--- src/rtl/frame_sync_pkg.sv ---
// frame_sync shared types and constants.
// Symbol codes, FSM states and the CRC polynomial used by the receive chain.
package frame_sync_pkg;

  typedef enum logic [2:0] {
    HUNT,
    SFD_HI,
    PHR_LO,
    PHR_HI,
    PAYLOAD
  } state_t;

  localparam logic [3:0] SYM_PREAMBLE = 4'h0;
  localparam logic [3:0] SYM_SFD_LO   = 4'h7;
  localparam logic [3:0] SYM_SFD_HI   = 4'hA;
  localparam logic [15:0] CRC_POLY    = 16'h1021;

  function automatic logic [15:0] reflect16(input logic [15:0] v);
    logic [15:0] r;
    for (int i = 0; i < 16; i++) r[i] = v[15-i];
    return r;
  endfunction

endpackage

--- src/rtl/frame_sync_if.sv ---
// frame_sync symbol/FIFO bundle.
// outCrcOk exists only when FRAME_SYNC_CRC_EN is defined.
interface frame_sync_if;
  logic [3:0] inSymbol;
  logic       inSymbolValid;
  logic       inFull;
  logic [3:0] outSymbol;
  logic       outWriteEnable;
  logic       outFrameActive;
  logic [6:0] outLength;
  logic       outFrameDone;
  logic       outFrameError;
`ifdef FRAME_SYNC_CRC_EN
  logic       outCrcOk;
`endif

  modport master (
    output inSymbol, inSymbolValid, inFull,
`ifdef FRAME_SYNC_CRC_EN
    input  outCrcOk,
`endif
    input  outSymbol, outWriteEnable, outFrameActive,
    input  outLength, outFrameDone, outFrameError
  );

  modport slave (
    input  inSymbol, inSymbolValid, inFull,
`ifdef FRAME_SYNC_CRC_EN
    output outCrcOk,
`endif
    output outSymbol, outWriteEnable, outFrameActive,
    output outLength, outFrameDone, outFrameError
  );
endinterface

--- src/rtl/frame_sync_crc16.sv ---
// Nibble-wide CRC-16 (0x1021, LSB-first) next-state logic plus register.
// Used by frame_sync only when FRAME_SYNC_CRC_EN is defined.
module crc16_nibble
  import frame_sync_pkg::*;
(
  input  logic        clk,
  input  logic        rst,
  input  logic        clear,
  input  logic        enable,
  input  logic [3:0]  nibble,
  output logic [15:0] crcNext
);
  localparam logic [15:0] PolyRef = reflect16(CRC_POLY);

  logic [15:0] crc;

  always_comb begin
    crcNext = crc;
    for (int b = 0; b < 4; b++) begin
      crcNext = (crcNext >> 1) ^
        ((crcNext[0] ^ nibble[b]) ? PolyRef : 16'h0000);
    end
  end

  always_ff @(posedge clk) begin
    if (rst || clear) crc <= 16'h0000;
    else if (enable)  crc <= crcNext;
  end
endmodule

--- src/rtl/frame_sync.sv ---
// 802.15.4 preamble/SFD hunter, PHR length extractor, payload forwarder.
// Define FRAME_SYNC_CRC_EN to add the outCrcOk payload CRC check.
module frame_sync
  import frame_sync_pkg::*;
#(
  parameter int PREAMBLE_MIN = 4,
  parameter int TIMEOUT      = 1023,
  parameter int MIN_LEN      = 1
) (
  input logic         inClock,
  input logic         inReset,
  frame_sync_if.slave bus
);
  localparam logic [3:0]  PreMin = 4'(PREAMBLE_MIN);
  localparam logic [16:0] GapMax = 17'(TIMEOUT);
  localparam logic [6:0]  MinLen = 7'(MIN_LEN);

  state_t      state, stateNext;
  logic [3:0]  preCount, preCountNext;
  logic [15:0] gap, gapNext;
  logic [16:0] gapInc;
  logic [7:0]  remain, remainNext;
  logic [3:0]  lenLo, lenLoNext;
  logic [6:0]  phrLen;
  logic [3:0]  symReg, symNext;
  logic [6:0]  lenReg, lenNext;
  logic        weReg, weNext;
  logic        actReg, actNext;
  logic        doneReg, doneNext;
  logic        errReg, errNext;

  assign gapInc = {1'b0, gap} + 17'd1;
  assign phrLen = {bus.inSymbol[2:0], lenLo};

  always_comb begin
    stateNext    = state;
    preCountNext = preCount;
    gapNext      = gap;
    remainNext   = remain;
    lenLoNext    = lenLo;
    symNext      = symReg;
    lenNext      = lenReg;
    weNext       = 1'b0;
    actNext      = actReg;
    doneNext     = 1'b0;
    errNext      = 1'b0;

    if (!bus.inSymbolValid) begin
      if (state != HUNT) begin
        gapNext = gapInc[15:0];
        // SFD_HI has no frame open yet, so its timeout is silent
        if (gapInc == GapMax) begin
          stateNext    = HUNT;
          preCountNext = 4'd0;
          gapNext      = 16'd0;
          actNext      = 1'b0;
          errNext      = (state != SFD_HI);
        end
      end
    end else begin
      gapNext = 16'd0;
      unique case (state)
        HUNT: begin
          if (bus.inSymbol == SYM_PREAMBLE) begin
            if (preCount != 4'hF) preCountNext = preCount + 4'd1;
          end else if (bus.inSymbol == SYM_SFD_LO &&
                       preCount >= PreMin) begin
            stateNext    = SFD_HI;
            preCountNext = 4'd0;
          end else begin
            preCountNext = 4'd0;
          end
        end
        SFD_HI: begin
          if (bus.inSymbol == SYM_SFD_HI) begin
            stateNext = PHR_LO;
            actNext   = 1'b1;
          end else begin
            stateNext    = HUNT;
            preCountNext = (bus.inSymbol == SYM_PREAMBLE) ? 4'd1 : 4'd0;
          end
        end
        PHR_LO: begin
          lenLoNext = bus.inSymbol;
          stateNext = PHR_HI;
        end
        PHR_HI: begin
          if (phrLen < MinLen) begin
            errNext      = 1'b1;
            actNext      = 1'b0;
            stateNext    = HUNT;
            preCountNext = 4'd0;
          end else begin
            remainNext = {phrLen, 1'b0};
            lenNext    = phrLen;
            stateNext  = PAYLOAD;
          end
        end
        PAYLOAD: begin
          if (bus.inFull) begin
            errNext      = 1'b1;
            actNext      = 1'b0;
            stateNext    = HUNT;
            preCountNext = 4'd0;
          end else begin
            weNext     = 1'b1;
            symNext    = bus.inSymbol;
            remainNext = remain - 8'd1;
            if (remain == 8'd1) begin
              doneNext     = 1'b1;
              actNext      = 1'b0;
              stateNext    = HUNT;
              preCountNext = 4'd0;
            end
          end
        end
        default: stateNext = HUNT;
      endcase
    end
  end

  always_ff @(posedge inClock) begin
    if (inReset) begin
      state    <= HUNT;
      preCount <= 4'd0;
      gap      <= 16'd0;
      remain   <= 8'd0;
      lenLo    <= 4'd0;
      symReg   <= 4'd0;
      lenReg   <= 7'd0;
      weReg    <= 1'b0;
      actReg   <= 1'b0;
      doneReg  <= 1'b0;
      errReg   <= 1'b0;
    end else begin
      state    <= stateNext;
      preCount <= preCountNext;
      gap      <= gapNext;
      remain   <= remainNext;
      lenLo    <= lenLoNext;
      symReg   <= symNext;
      lenReg   <= lenNext;
      weReg    <= weNext;
      actReg   <= actNext;
      doneReg  <= doneNext;
      errReg   <= errNext;
    end
  end

  assign bus.outSymbol      = symReg;
  assign bus.outWriteEnable = weReg;
  assign bus.outFrameActive = actReg;
  assign bus.outLength      = lenReg;
  assign bus.outFrameDone   = doneReg;
  assign bus.outFrameError  = errReg;

`ifdef FRAME_SYNC_CRC_EN
  logic        sfdAccept;
  logic [15:0] crcNext;
  logic        crcOk;

  assign sfdAccept = (state == SFD_HI) && (stateNext == PHR_LO);

  crc16_nibble uCrc (
    .clk    (inClock),
    .rst    (inReset),
    .clear  (sfdAccept),
    .enable (weNext),
    .nibble (bus.inSymbol),
    .crcNext(crcNext)
  );

  always_ff @(posedge inClock) begin
    if (inReset || sfdAccept) crcOk <= 1'b0;
    else if (doneNext)        crcOk <= (crcNext == 16'h0000);
  end

  assign bus.outCrcOk = crcOk;
`endif
endmodule
--- src/flat_wrapper.sv ---
// flat-port wrapper written by rule: the top's interface ports become plain ports
module frame_sync_flat import frame_sync_pkg::*;
#(
  parameter int PREAMBLE_MIN = 4,
  parameter int TIMEOUT      = 1023,
  parameter int MIN_LEN      = 1
)
  (inClock, inReset, bus_inSymbol, bus_inSymbolValid, bus_inFull, bus_outSymbol, bus_outWriteEnable, bus_outFrameActive, bus_outLength, bus_outFrameDone, bus_outFrameError);
  frame_sync_if bus_i ();
  input logic inClock;
  input logic inReset;
  input wire logic [$bits(bus_i.inSymbol)-1:0] bus_inSymbol;
  input wire logic [$bits(bus_i.inSymbolValid)-1:0] bus_inSymbolValid;
  input wire logic [$bits(bus_i.inFull)-1:0] bus_inFull;
  output wire logic [$bits(bus_i.outSymbol)-1:0] bus_outSymbol;
  output wire logic [$bits(bus_i.outWriteEnable)-1:0] bus_outWriteEnable;
  output wire logic [$bits(bus_i.outFrameActive)-1:0] bus_outFrameActive;
  output wire logic [$bits(bus_i.outLength)-1:0] bus_outLength;
  output wire logic [$bits(bus_i.outFrameDone)-1:0] bus_outFrameDone;
  output wire logic [$bits(bus_i.outFrameError)-1:0] bus_outFrameError;
  assign bus_i.inSymbol = bus_inSymbol;
  assign bus_i.inSymbolValid = bus_inSymbolValid;
  assign bus_i.inFull = bus_inFull;
  assign bus_outSymbol = bus_i.outSymbol;
  assign bus_outWriteEnable = bus_i.outWriteEnable;
  assign bus_outFrameActive = bus_i.outFrameActive;
  assign bus_outLength = bus_i.outLength;
  assign bus_outFrameDone = bus_i.outFrameDone;
  assign bus_outFrameError = bus_i.outFrameError;
  frame_sync #(.PREAMBLE_MIN(PREAMBLE_MIN), .TIMEOUT(TIMEOUT), .MIN_LEN(MIN_LEN)) u_core (.inClock(inClock), .inReset(inReset), .bus(bus_i));
endmodule
--- config.mk ---
export PLATFORM = sky130hd
export DESIGN_NAME = frame_sync_flat
export DESIGN_NICKNAME = d
export VERILOG_FILES = /design/src/rtl/frame_sync_pkg.sv /design/src/rtl/frame_sync_if.sv /design/src/rtl/frame_sync_crc16.sv /design/src/rtl/frame_sync.sv /design/src/flat_wrapper.sv
export SDC_FILE = /design/constraint.sdc
export NUM_CORES = 1
export LEC_CHECK = 0
export CORE_ASPECT_RATIO = 0.5
export CORE_MARGIN = 3
export CORE_UTILIZATION = 35
export DETAILED_ROUTE_END_ITERATION = 7
export GPL_TIMING_DRIVEN = 1
export SYNTH_ARGS = -nofsm -noshare
export SYNTH_HDL_FRONTEND = slang
export SYNTH_SLANG_ARGS = --single-unit
--- constraint.sdc ---
create_clock -name inClock -period 4.15 [get_ports inClock]
set_input_delay 0.6225 -clock inClock [delete_from_list [all_inputs] [get_ports inClock]]
set_output_delay 0.6225 -clock inClock [all_outputs]
set_load 0.03 [all_outputs]
### Word level (Yosys, flattened, before mapping)

Cells that the tools add are included.

* bits in registers: 50
* input bits: 8
* output and inout port bits: 15
* logic and storage cells: 99

* $add $sub $neg: 3
* magnitude comparators: 2
* eq/ne operators: 21
* mux-type cells: 41
* bitwise operators: 4
* reductions and logical operators: 17

Operators with widths (number)
* $mux W4: 9
* $mux W3: 8
* $add A16 B1 Y17 const B: 1
* $eq A17 B10 Y1 const B: 1
* $mux W16: 1
* $mux W8: 2
* $pmux W4 S4: 1
* $pmux W8 S2: 1
* $mux W1: 15
* $pmux W3 S5: 1
* $ne A3 B2 Y1 const B: 3
* $eq A8 B1 Y1 const B: 1
* $ne A4 B4 Y1 const B: 2
* $sub A8 B1 Y8 const B: 1
* $lt A7 B1 Y1 const B: 1
* $reduce_and A7 Y1: 1
* $eq A3 B2 Y1 const B: 2
* $ne A3 B3 Y1 const B: 2
* $reduce_and A3 Y1: 2
* $reduce_and A6 Y1: 1
* $reduce_bool A2 Y1: 3
* $ne A5 B1 Y1 const B: 1
* $reduce_and A5 Y1: 1
* $add A4 B1 Y4 const B: 1
* other kinds (22): 26

### Longest topological paths before layout

* depth after elaboration: 6
* mapped depth: 9
* gate-level depth less buffers: 9

### Least setup slack after synthesis

OpenSTA, ideal clock, no wires.

* path kind: input-to-reg
* start point: input bus_inSymbolValid
* end point: register u_core.preCount[2]
* library setup time: 0.130 ns
* arrival time: 1.936 ns
* required time: 4.020 ns
* slack: 2.083 ns
* cell stages on the path: 8
* path buffers: 1
* cells stage by stage: clkbuf_1 -> nand4b_1 -> a21oi_2 -> nor2_2 -> o211ai_2 -> nor2_1 -> a31oi_1 -> o22ai_1

* cells in the longest elaborated chain, start to end: 2
* elaborated cells between the ends (all ways): 9
* classes of those cells: eq/ne (5); mux (1); reduce/logical (3)

RTL lines
* start: declaration: line flat_wrapper.sv:13 `input wire logic [$bits(bus_i.inSymbolValid)-1:0] bus_inSymbolValid;`
* $ne A5 B1 Y1 (no line), or another cell as far along
* $reduce_and A7 Y1 (no line)
* end signal: assignment: line frame_sync.sv:137 `preCount <= preCountNext;`
* end: declaration: line frame_sync.sv:19 `logic [3:0] preCount, preCountNext;`

Several ways; a longest one is shown, not always the timed one.
A chain may end at the register's enable or synchronous reset.

### Worst setup path in the final report

Same ends and word-level chain as after synthesis.

==> results.json <==
{
  "run_status": "finished clean",
  "drt-pass1-iter-count": 5,
  "grt_pass1_wl_um": 12010,
  "final_hold_viol_count": 0,
  "synthesis.area_um2": 2843,
  "syn_nets": 371,
  "hold_buffers": 0,
  "cp.required_ps": 4320,
  "overflow": 0,
  "syn_inst": 358,
  "yosys-top-cells-area": "dfxtp_1 (35%), nor2_1 (6.5%), nand2_1 (5.0%)",
  "worst_setup_path_start_kind": "primary input",
  "diodes": 0,
  "synth_commonest_cells": "dfxtp_1 (50), nor2_1 (49), nand2_1 (38)",
  "finalWirelength_um": 6934,
  "core-area_um2": 7597,
  "drv_cap": 0,
  "p_leak_nw": 1.054,
  "crit_path_end_kind": "flip-flop",
  "max_freq_mhz": 366.4,
  "hold_class": "flip-flop to flip-flop",
  "die_w_um": 133.5,
  "grt_pass1_vias": 2532,
  "start_util_pct": 37.42,
  "vias_per_cell": 5.625,
  "cts_root_buffer": "clkbuf_16",
  "setup_viol": 0,
  "arrival_ps": 2900,
  "ys.flop_type": "dfxtp_1",
  "pre_cts_ws_ps": 1154,
  "cts.clk_slew.worst_paths_ps": 80,
  "die_area_um2": 9305,
  "globalplace.congestion": 0.8541,
  "htreeDepth": 2,
  "nNetsFinal": 379,
  "clk_latency_ps": 300,
  "cts_tree": "done",
  "io_pins": 23,
  "rsz0062_at_grt": "no",
  "critPathSlowestCell": "clkdlybuf4s50_1",
  "utilization_pct": 42.93,
  "synthToLayoutAreaGrowth_pct": 14.74,
  "die_y_um": 69.73,
  "slew_headroom_pct": 57.40,
  "fin_worst_skew_ps": 11.18,
  "dp_hpwl_um": 4878,
  "synth.top_cell.area_share_pct": 35.21,
  "tightest_slew_ps": 637.0,
  "dr.first_iter.drc_count": 298,
  "yosysSeqAreaShare_pct": 35.21,
  "wl_per_cell_um": 14.60,
  "portBuffers": 22,
  "setup_tns_ps": 0,
  "pwr_density_cell_nw_per_um2": 291.2,
  "post-cts-setup-buffers": 0,
  "finalCritPeriodShare_pct": 65.77,
  "clk_path_buf_depth": 2,
  "postRouteAntennaNets": 0,
  "crit_chain": "clkdlybuf4s50_1 -> nand4b_1 -> a21oi_2 -> nor2_2 -> o211ai_2 -> nor2_1 -> a31oi_1 -> o22ai_1",
  "synth_most_common_cell": "dfxtp_1",
  "report.final.slew_viol_count": 0,
  "fill_cells": 773,
  "crit_fanout": 18,
  "synth_warnings": 0,
  "cts.sink_count": 50,
  "cts_buffers": 5,
  "drc_errors": 0,
  "vias": 2672,
  "layout-drive-gt1-share_pct": 7.357,
  "syn_area_per_cell_um2": 7.941,
  "ys_ff_latch": 50,
  "slowest_delay_ps": 880,
  "antenna_found_initial": 0,
  "ir_worst_vdd_v": 0.0001461,
  "synth_edf_count": 0,
  "finalCriticalPeriod_ps": 2730,
  "grt_usage_pct": 15.58,
  "grt_max_degree": 36,
  "setup.worst_path.class": "primary input to flip-flop",
  "rows": 22,
  "synth_async_sr_flop_share_pct": 0,
  "layout_setup_ws_ps": 1420,
  "yosys.area.top_type": "dfxtp_1",
  "cts_resized": 0,
  "synth_cell_types": 63
}
-- cell families (layout without fill, tap and decap cells) --
family | after synthesis | count (layout) | synth area share, %
AOI/OAI and AO/OA | 82 | 82 | 18.57
xor gates and xnor gates | 11 | 11 | 3.654
adders and majority gates | 5 | 5 | 2.201
buffers and inverters | 30 | 39 | 4.622
DFF | 50 | 50 | 35.21
muxes | 12 | 12 | 4.226
and+or+nand+nor | 168 | 168 | 31.51
-- cells in the final DEF, fill, tap and decap left out, types with 3 or more instances in the layout --
cell	n
a31oi_1	7
xnor2_1	3
nor2b_1	3
inv_1	7
o21ai_1	6
nor2_1	49
dfxtp_1	50
nor3_1	9
o21a_1	4
o22ai_1	5
ha_1	5
nor3_2	3
clkbuf_16	5
nand3_1	21
xor2_1	7
nor4_1	6
o21ai_0	10
nand2_1	38
and3_1	3
clkdlybuf4s50_1	22
a21oi_1	27
mux2i_1	12
and2_1	3
a211oi_1	3
nand4_1	9
-- final timing paths --
path | startpoint | endpoint | slack (ps) | cells past startpoint
setup / recovery | bus_inSymbolValid | u_core.preCount[2] | 1420 | 8
hold / removal | u_core.bus.outSymbol[0] | u_core.bus.outSymbol[0] | 470 | 2
setup reg to reg | u_core.gap[1] | u_core.bus.outFrameActive | 1710 | 8
hold reg to reg | u_core.bus.outSymbol[0] | u_core.bus.outSymbol[0] | 470 | 2
-- final cells by class --
| type | instances | area (um2) | share of cell area [%] |
|---|---|---|---|
| Tap cell | 108 | 135.1 | 4.143 |
| Clock inverter | 3 | 28.78 | 0.8822 |
| Timing Repair Buffer | 24 | 235.2 | 7.211 |
| Sequential cell | 50 | 1001 | 30.69 |
| Clock buffer | 5 | 125.1 | 3.836 |
| Multi-Input combinational cell | 278 | 1710 | 52.44 |
| Inverter | 7 | 26.28 | 0.8055 |
-- stage by stage --
step / cell area [um2] / hold slack [ps] / instances / total power [W]
final: 3262 / 468.4 / 475 / 0.0009499
after global placement: 3108 / 448.4 / 467 / 0.0005256
after global routing: 3262 / 497.5 / 475 / 0.0009873
after detailed placement: 3108 / 454.0 / 467 / 0.0005261
after CTS: 3262 / 469.0 / 475 / 0.0009606
after floorplan: 2843 / 445.0 / 358 / 0.0005127
-- flip-flops by register name, summed over array words and instances (netlist names), 3 cells and up --
signal,flops
u_core.gap,16
u_core.remain,8
u_core.bus.outLength,7
u_core.bus.outSymbol,4
u_core.lenLo,4
u_core.preCount,4
u_core.state,3
-- worst max-delay path: cells and delay by family --
family	cells	cell delay [ps]
compound gates	4	920
buf+inv	1	880
simple gates	3	470
-- power breakdown --
part | leakage (nW) | internal [W] | switching (W)
logic | 0.575 | 0.0000114 | 0.0000238
registers | 0.403 | 0.000480 | 0.000000307
clock network | 0.0763 | 0.000231 | 0.000203
total | 1.05 | 0.000723 | 0.000227
-- per-layer routing --
layer	vias to the layer above	GRT usage, %	share of wire, %	routed length [um]
li1	1315	-	-	-
met1	1265	19.92	47	3255
met2	79	25.45	46	3220
met3	13	3.478	5.0	345
met4	0	6.499	1.6	112
met5	-	0	0	0
Power figures use the tool's default switching activity.
